--- config.mk ---
export PLATFORM = sky130hd
export DESIGN_NAME = fpu_issuer
export DESIGN_NICKNAME = d
export VERILOG_FILES = /design/src/rtl/fpu_issuer_pkg.sv /design/src/rtl/fpu_issue_fifo.sv /design/src/rtl/fpu_issuer.sv
export SDC_FILE = /design/constraint.sdc
export NUM_CORES = 1
export LEC_CHECK = 0
export BUFFER_PORTS_ARGS = -buffer_cell sky130_fd_sc_hd__buf_2
export CORE_MARGIN = 1
export CORE_UTILIZATION = 45
export CTS_CLUSTER_SIZE = 30
export DETAILED_ROUTE_END_ITERATION = 7
export GPL_TIMING_DRIVEN = 0
export PLACE_DENSITY = 0.65
export SLEW_MARGIN = 30
export SYNTH_ARGS = -nofsm -noshare
export SYNTH_HDL_FRONTEND = slang
export SYNTH_SLANG_ARGS = --single-unit
--- constraint.sdc ---
create_clock -name clk -period 9.34 [get_ports clk]
set_input_delay 1.868 -clock clk [delete_from_list [all_inputs] [get_ports clk]]
set_output_delay 1.868 -clock clk [all_outputs]
set_load 0.03 [all_outputs]
--- src/rtl/fpu_issuer_pkg.sv ---
// fpu_issuer_pkg: shared entry/state types, opcode constants and the flag-op helper.
// FPU_OP_WIDTH, FPU_OPFCLT and FPU_OPFCZ get defaults here unless the FPU build defines them.
`ifndef FPU_OP_WIDTH
`define FPU_OP_WIDTH 4
`endif
`ifndef FPU_OPFCLT
`define FPU_OPFCLT 8
`endif
`ifndef FPU_OPFCZ
`define FPU_OPFCZ 9
`endif
package fpu_issuer_pkg;
  localparam int OP_W = `FPU_OP_WIDTH;
  localparam int TAG_MAX = 16;
  localparam logic [OP_W-1:0] OP_FCLT = OP_W'(`FPU_OPFCLT);
  localparam logic [OP_W-1:0] OP_FCZ = OP_W'(`FPU_OPFCZ);
  // tag field sized for the widest supported TAG_WIDTH; narrower tags are zero-extended
  typedef struct packed {
    logic [OP_W-1:0] op;
    logic [31:0] x1;
    logic [31:0] x2;
    logic [TAG_MAX-1:0] tag;
  } issue_entry_t;
  typedef enum logic [1:0] {IDLE, ISSUE, WAIT, RESP} state_t;
  function automatic logic is_flag_op(input logic [OP_W-1:0] op);
    return op == OP_FCLT || op == OP_FCZ;
  endfunction
endpackage

--- src/rtl/fpu_issue_fifo.sv ---
// fpu_issue_fifo: request FIFO with wrapping pointers and an occupancy count; caller gates push/pop.
module fpu_issue_fifo import fpu_issuer_pkg::*; #(
  parameter int DEPTH = 4,
  parameter type entry_t = issue_entry_t
) (
  input  logic   clk,
  input  logic   rstn,
  input  logic   push,
  input  logic   pop,
  input  entry_t din,
  output entry_t dout,
  output logic   empty,
  output logic   full
);
  localparam int AW = $clog2(DEPTH);
  localparam int CW = AW + 1;
  entry_t mem [DEPTH];
  logic [AW-1:0] wr_ptr, rd_ptr;
  logic [CW-1:0] count;
  assign dout = mem[rd_ptr];
  assign empty = count == '0;
  assign full = count == CW'(DEPTH);
  always_ff @(posedge clk or negedge rstn)
    if (!rstn) begin
      wr_ptr <= '0;
      rd_ptr <= '0;
      count <= '0;
    end else begin
      wr_ptr <= wr_ptr + AW'(push);
      rd_ptr <= rd_ptr + AW'(pop);
      count <= count + CW'(push) - CW'(pop);
    end
  always_ff @(posedge clk)
    if (push) mem[wr_ptr] <= din;
endmodule

--- src/rtl/fpu_issuer.sv ---
// fpu_issuer: buffers FP requests, issues them one at a time to the FPU and returns tagged results.
// Define FPU_ISSUER_TIMEOUT_EN to bound the wait for fpu_valid by TIMEOUT_CYCLES.
module fpu_issuer import fpu_issuer_pkg::*; #(
  parameter int DEPTH = 4,
  parameter int TAG_WIDTH = 6,
  parameter int TIMEOUT_CYCLES = 64
) (
  input  logic                 clk,
  input  logic                 rstn,
  input  logic                 req_valid,
  output logic                 req_ready,
  input  logic [OP_W-1:0]      req_op,
  input  logic [31:0]          req_x1,
  input  logic [31:0]          req_x2,
  input  logic [TAG_WIDTH-1:0] req_tag,
  output logic                 fpu_ready,
  output logic [OP_W-1:0]      fpu_op,
  output logic [31:0]          fpu_x1,
  output logic [31:0]          fpu_x2,
  input  logic                 fpu_valid,
  input  logic [31:0]          fpu_y32,
  input  logic                 fpu_y1,
  output logic                 wb_valid,
  input  logic                 wb_ready,
  output logic [31:0]          wb_data,
  output logic [TAG_WIDTH-1:0] wb_tag,
  output logic                 wb_err
);
  state_t state, nxt;
  issue_entry_t req, head, iss, cur;
  logic empty, full, push, pop, cap, tmo;
  assign req = '{op: req_op, x1: req_x1, x2: req_x2, tag: TAG_MAX'(req_tag)};
  assign req_ready = !full;
  assign push = req_valid && !full;
  fpu_issue_fifo #(.DEPTH(DEPTH), .entry_t(issue_entry_t)) u_fifo (
    .clk(clk), .rstn(rstn), .push(push), .pop(pop), .din(req),
    .dout(head), .empty(empty), .full(full)
  );
  // the head is presented directly in ISSUE so a request pushed into an idle, empty FIFO issues next cycle
  assign cur = state == ISSUE ? head : iss;
  assign fpu_ready = state == ISSUE;
  assign fpu_op = cur.op;
  assign fpu_x1 = cur.x1;
  assign fpu_x2 = cur.x2;
  assign wb_valid = state == RESP;
`ifdef FPU_ISSUER_TIMEOUT_EN
  localparam int WCW = $clog2(TIMEOUT_CYCLES + 1);
  logic [WCW-1:0] wait_cnt;
  always_ff @(posedge clk or negedge rstn)
    if (!rstn) wait_cnt <= '0;
    else wait_cnt <= state == ISSUE ? '0 : state == WAIT ? wait_cnt + 1'b1 : wait_cnt;
  assign tmo = state == WAIT && !fpu_valid && wait_cnt == WCW'(TIMEOUT_CYCLES - 1);
`else
  assign tmo = 1'b0;
`endif
  always_comb begin
    nxt = state;
    pop = 1'b0;
    cap = 1'b0;
    case (state)
      IDLE: nxt = (!empty || push) ? ISSUE : IDLE;
      ISSUE: begin
        pop = 1'b1;
        cap = fpu_valid;
        nxt = fpu_valid ? RESP : WAIT;
      end
      WAIT: begin
        cap = fpu_valid;
        nxt = (fpu_valid || tmo) ? RESP : WAIT;
      end
      default: nxt = wb_ready ? (empty ? IDLE : ISSUE) : RESP;
    endcase
  end
  always_ff @(posedge clk or negedge rstn)
    if (!rstn) begin
      state <= IDLE;
      iss <= '0;
      wb_data <= '0;
      wb_tag <= '0;
      wb_err <= 1'b0;
    end else begin
      state <= nxt;
      if (pop) iss <= head;
      if (cap) begin
        wb_data <= is_flag_op(cur.op) ? {31'b0, fpu_y1} : fpu_y32;
        wb_tag <= cur.tag[TAG_WIDTH-1:0];
        wb_err <= 1'b0;
      end else if (tmo) begin
        wb_data <= '0;
        wb_tag <= iss.tag[TAG_WIDTH-1:0];
        wb_err <= 1'b1;
      end
    end
endmodule
==> results of run 1 <==
## power breakdown
group          internal [mW]  switching, mW
clock                  0.956          0.659
combinational           1.34           1.78
sequential              2.54          0.143
total                   4.84           2.58
## per-layer routing
layer / track usage [%] / part of all wire, % / wire (um) / vias to the layer above
met5: 0 / 0.11 / 35 / -
met2: 30.1 / 50 / 15500 / 217
met1: 21.8 / 41 / 12700 / 4010
met3: 4.49 / 6.5 / 1990 / 57
met4: 5.82 / 2.1 / 663 / 6
li1: - / - / - / 3702
## per-stage QoR
| step | power (mW) | worst slack (ns) | std cells | setup TNS (ns) |
|---|---|---|---|---|
| finish | 7.43 | 4.07 | 1623 | 0 |
| detailed placement | 5.91 | 4.51 | 1543 | 0 |
| global route | 7.84 | 3.82 | 1622 | 0 |
| CTS | 7.55 | 3.93 | 1622 | 0 |
| floorplan | 5.03 | 1.36 | 834 | 0 |
| global placement | 5.84 | -3.53 | 1509 | -488.77 |
## path summary, 6_finish.rpt
path,startpoint,end,slack [ns],cells past startpoint
worst max-delay path,state[1]$_DFF_PN0_,fpu_x1[1],4.07,7
worst min-delay path,wb_data[7]$_DFFE_PN0P_,wb_data[7]$_DFFE_PN0P_,0.48,2
worst max register to register,state[1]$_DFF_PN0_,u_fifo.count[2]$_DFF_PN0_,6.36,8
worst min register to register,wb_data[7]$_DFFE_PN0P_,wb_data[7]$_DFFE_PN0P_,0.48,2
max in group asynchronous,rstn,iss[39]$_DFFE_PN0N_,7.36,2
min in group asynchronous,rstn,iss[4]$_DFFE_PN0N_,1.25,1
## cell usage after synthesis, drive strengths merged
cell | instances | share of area (%)
mux2 | 71 | 5.1
o41ai | 1 | 0.055
inv | 8 | 0.19
nor2b | 1 | 0.039
nor2 | 4 | 0.094
and3 | 1 | 0.039
buf | 83 | 4.0
o31ai | 1 | 0.047
nor3 | 3 | 0.13
and2 | 1 | 0.039
ha | 6 | 0.47
nor3b | 1 | 0.047
mux4 | 71 | 10
a32oi | 1 | 0.055
a31oi | 1 | 0.039
o22ai | 1 | 0.039
edfxtp | 296 | 56
nand2 | 86 | 2.0
conb | 1 | 0.024
clkbuf | 22 | 0.54
mux2i | 7 | 0.44
o21ai | 33 | 1.1
dfrtp | 121 | 19
xor2 | 3 | 0.16
xnor2 | 3 | 0.16
o22a | 2 | 0.12
or4b | 1 | 0.063
fa | 1 | 0.13
nand2b | 3 | 0.12
## layout make-up
cell class | instances | area, um^2
multi-input cells | 304 | 3300
fillers | 2750 | 15300
clock buffers | 73 | 1280
inverters | 8 | 30.0
repair buffers | 254 | 1510
flip-flops and latches | 417 | 11900
clock inverters | 6 | 52.6
plain buffers | 105 | 727
well taps | 455 | 569
diodes | 1 | 2.50
## sequential cells by signal (all words and copies together), names as in the netlist
| signal | count |
|---|---|
| iss | 74 |
| wb_data | 32 |
| state | 2 |
| u_fifo.wr_ptr | 2 |
| wb_tag | 6 |
| u_fifo.rd_ptr | 2 |
| u_fifo.count | 3 |
| u_fifo.mem | 296 |
## kinds of logic (layout without fill, tap and decap cells)
kind of cell / after synthesis / after routing / synth area share, %
mux: 149 / 149 / 15.6
flops: 417 / 417 / 74.7
simple gates: 101 / 101 / 2.59
buf+inv: 113 / 446 / 4.75
compound gates: 40 / 40 / 1.41
other cells: 1 / 2 / 0.0235
xor+xnor: 6 / 6 / 0.330
fa+ha+maj: 7 / 7 / 0.596
## critical path, cell delays in order (launching register included)
cell	delay, ns
dfrtp_1	0.37
inv_1	0.10
ha_1	0.27
clkbuf_1	0.71
clkbuf_1	0.65
mux2_2	0.43
buf_4	0.15
buf_2	0.17
==> flow_metrics.env, run 1 <==
export IMPL_ios=222
export IMPL_cts_buffers=43
export IMPL_core_rowCount=68
export IMPL_netlist_area_mm2=0.0159
export IMPL_path_clk_slew_ns=0.06
export IMPL_cp_max_fo=10
export IMPL_fp_dieArea_mm2=0.0362
export IMPL_grt_total_usage_pct=17.6
export IMPL_seq_area_frac_synth_pct=74.7
export IMPL_grt_ovfl_total=0
export IMPL_ys_ff_latch=417
export IMPL_routedWlPerCell_um=19.0
export IMPL_synth_cell_type_count=40
export IMPL_postCtsSetupBuffers=0
export IMPL_final_common_cell="edfxtp_1"
export IMPL_relSlewSlack_pct=40.2
export IMPL_p_leak_nw=7.53
export IMPL_dr_pass1_iters=4
export IMPL_ctsHoldBuffers=0
export IMPL_final_cell_mix="296 x edfxtp_1, 222 x buf_2, 121 x dfrtp_1"
export IMPL_ir_worst_vdd_mv=0.239
export IMPL_vias_per_cell=4.92
export IMPL_hold_path_class="reg2reg"
export IMPL_post_cts_resized=0
export IMPL_clock_root_buffer="clkbuf_16"
export IMPL_synth_nets=953
export IMPL_area_growth_pct=21.5
export IMPL_grt_max_degree=63
export IMPL_netlist_instances=834
export IMPL_status="finished clean"
export IMPL_period_share_pct=56.4
export IMPL_period_needed_ns=5.27
export IMPL_cts_tree="done"
export IMPL_cp_arrival_ns=3.40
export IMPL_io_buffers=220
export IMPL_clock_latency_ns=0.55
export IMPL_detailedRoute_firstIterationViolations=357
export IMPL_yosys_warnings=0
export IMPL_post_dp_cell_area_mm2=0.0180
export IMPL_worstMarginPinSlew_ns=0.897
export IMPL_cap_violations=0
export IMPL_hpwl_um=20700
export IMPL_clockBufferDepth=3
export IMPL_first_global_vias=8447
export IMPL_ant_nets=0
export IMPL_start_util_pct=45.9
export IMPL_cp_required_ns=7.47
export IMPL_cp_start_kind="flop"
export IMPL_gp_congestion=0.780
export IMPL_drive_gt1_share_pct=46.4
export IMPL_finClkSkew_ns=0.00924
export IMPL_drv_slew=0
export IMPL_stdcell_area_mm2=0.0194
export IMPL_cts_sinks=417
export IMPL_fmax_mhz=190
export IMPL_end_kind="primary output"
export IMPL_setup_viol=0
export IMPL_antenna_found_initial=5
export IMPL_die_y_um=190
export IMPL_core_mm2=0.0347
export IMPL_dieWidth_um=190
export IMPL_power_density_mw_per_mm2=383
export IMPL_avgSynthCellArea_um2=19.1
export IMPL_rsz0062_at_grt="no"
export IMPL_drc=0
export IMPL_routed_wirelength_um=30900
export IMPL_criticalPathCategory="reg2out"
export IMPL_grt_pass1_wl_um=47500
export IMPL_cts_htree_levels=2
export IMPL_num_vias=7992
export IMPL_worst_hold_slack_ns=0.476
export IMPL_utilization_pct=55.8
export IMPL_hold_viol_final=0
export IMPL_fin_nets=1252
Power figures use the tool's default switching activity.
==> run 2: changes to the inputs <==
PLACE_DENSITY = 0.68   (was 0.65)
clock period = 4.8 ns   (was 9.34 ns; I/O delays follow)
==> flow_metrics.env, run 2 (synthesis results as in run 1) <==
export IMPL_status="finished clean"
export IMPL_post_dp_cell_area_mm2=0.0181
export IMPL_num_vias=8118
export IMPL_final_common_cell="edfxtp_1"
export IMPL_worst_hold_slack_ns=0.336
export IMPL_period_share_pct=91.5
export IMPL_path_clk_slew_ns=0.06
export IMPL_grt_total_usage_pct=17.8
export IMPL_cp_required_ns=3.84
export IMPL_drc=0
export IMPL_final_cell_mix="296 x edfxtp_1, 222 x buf_2, 121 x dfrtp_1"
export IMPL_stdcell_area_mm2=0.0195
export IMPL_vias_per_cell=5.02
export IMPL_cp_max_fo=10
export IMPL_cp_common_cell="clkbuf_1"
export IMPL_cp_arrival_ns=3.43
export IMPL_seq_area_mm2=0.0119
export IMPL_hold_path_class="in2async"
export IMPL_end_kind="primary output"
export IMPL_regMostFlops="u_fifo.mem"
export IMPL_cap_violations=0
export IMPL_finalPower_mw=14.6
export IMPL_rr_worst_depth=8
export IMPL_drive_gt1_share_pct=46.4
export IMPL_die_y_um=190
export IMPL_power_density_mw_per_mm2=749
export IMPL_ir_worst_vdd_mv=0.466
export IMPL_ctsHoldBuffers=0
export IMPL_p_leak_nw=7.53
export IMPL_nFillCells=2736
export IMPL_detailedRoute_firstIterationViolations=368
export IMPL_period_needed_ns=4.39
export IMPL_antenna_found_initial=4
export IMPL_hold_viol_final=0
export IMPL_postCtsSetupBuffers=0
export IMPL_drv_slew=0
export IMPL_place_ws_ns=0.866
export IMPL_fin_nets=1243
export IMPL_fmax_mhz=228
export IMPL_reg_top3="u_fifo.mem x296, iss x74, wb_data x32"
export IMPL_cp_cell_sequence="inv_1, ha_1, clkbuf_1, clkbuf_1, mux2_2, buf_4, buf_2"
export IMPL_post_cts_resized=0
export IMPL_area_growth_pct=22.0
export IMPL_core_rowCount=68
export IMPL_cts_sinks=417
export IMPL_grt_max_degree=68
export IMPL_largest_reg_flops=296
export IMPL_grt_ovfl_total=0
export IMPL_cts_buffers=44
export IMPL_rsz0062_at_grt="no"
export IMPL_dieWidth_um=190
export IMPL_clock_root_buffer="clkbuf_16"
export IMPL_hpwl_um=21300
export IMPL_cts_tree="done"
export IMPL_relSlewSlack_pct=42.0
export IMPL_dr_pass1_iters=6
export IMPL_setup_viol=0
export IMPL_gp_congestion=0.783
export IMPL_clock_latency_ns=0.57
export IMPL_slowest_delay_ns=0.69
export IMPL_criticalPathCategory="reg2out"
export IMPL_core_mm2=0.0347
export IMPL_first_global_vias=8457
export IMPL_ant_nets=0
export IMPL_fp_dieArea_mm2=0.0362
export IMPL_grt_pass1_wl_um=47800
export IMPL_io_buffers=220
export IMPL_critPathSlowestCell="clkbuf_1"
export IMPL_clockBufferDepth=3
export IMPL_routedWlPerCell_um=19.3
export IMPL_multi_input_area_mm2=0.00331
export IMPL_fin_ws_ns=0.406
export IMPL_routed_wirelength_um=31300
export IMPL_start_util_pct=45.9
export IMPL_ios=222
export IMPL_cts_htree_levels=2
export IMPL_worstMarginPinSlew_ns=0.870
export IMPL_finClkSkew_ns=0.0210
export IMPL_cp_start_kind="flop"
-- run 2: cell count changes in the layout (fill, tap and decap cells not counted), moves of 2 or more --
cell | previous run | this run
clkbuf_1 | 42 | 33
buf_4 | 101 | 76
inv_6 | 0 | 3
clkinv_1 | 2 | 7
buf_6 | 3 | 14
buf_8 | 1 | 4
clkinv_2 | 3 | 5
-- run 2: where the power goes --
group	internal [mW]	leakage, nW	total, mW	switching (mW)
logic	2.62	2.69	6.10	3.48
clock network	1.91	0.680	3.24	1.32
registers	4.95	4.16	5.24	0.287
-- run 2: layer usage --
layer	track usage (%)	part of all wire (%)
met4	6.28	2.0
met5	0	0.11
met2	30.7	51
met3	4.53	6.2
met1	21.6	41
-- run 2: path summary, 6_finish.rpt --
path | start | endpoint | slack, ns
setup / recovery | state[1]$_DFF_PN0_ | fpu_x1[0] | 0.41
hold / removal | rstn | wb_data[21]$_DFFE_PN0P_ | 0.34
setup reg to reg | state[1]$_DFF_PN0_ | u_fifo.count[2]$_DFF_PN0_ | 1.87
hold reg to reg | wb_tag[2]$_DFFE_PN0P_ | wb_tag[2]$_DFFE_PN0P_ | 0.47
max in group asynchronous | rstn | iss[69]$_DFFE_PN0N_ | 3.72
min in group clk | wb_tag[2]$_DFFE_PN0P_ | wb_tag[2]$_DFFE_PN0P_ | 0.47
-- run 2: area by class of cell --
cell class | instances | share of cell area, %
Tap cell | 455 | 2.93
Clock buffer | 64 | 6.41
Multi-Input combinational cell | 304 | 17.0
Sequential cell | 417 | 61.2
Antenna cell | 2 | 0.0257
Buffer | 105 | 3.74
Timing Repair Buffer | 244 | 7.75
Inverter | 8 | 0.154
Clock inverter | 18 | 0.746
-- run 2: critical path: cells and delay by family, from the launching register on --
family / cells / cell delay, ns
buf+inv: 5 / 1.78
mux: 1 / 0.43
flops: 1 / 0.38
fa+ha+maj: 1 / 0.28
-- run 2: through the flow --
stage	setup TNS, ns	std cells	utilization, %
floorplan	-1.55	834	-
global placement	-593.22	1509	50.8
detailed placement	0	1533	52.0
CTS	0	1615	56.0
global route	0	1615	56.0
finish	0	1617	56.0
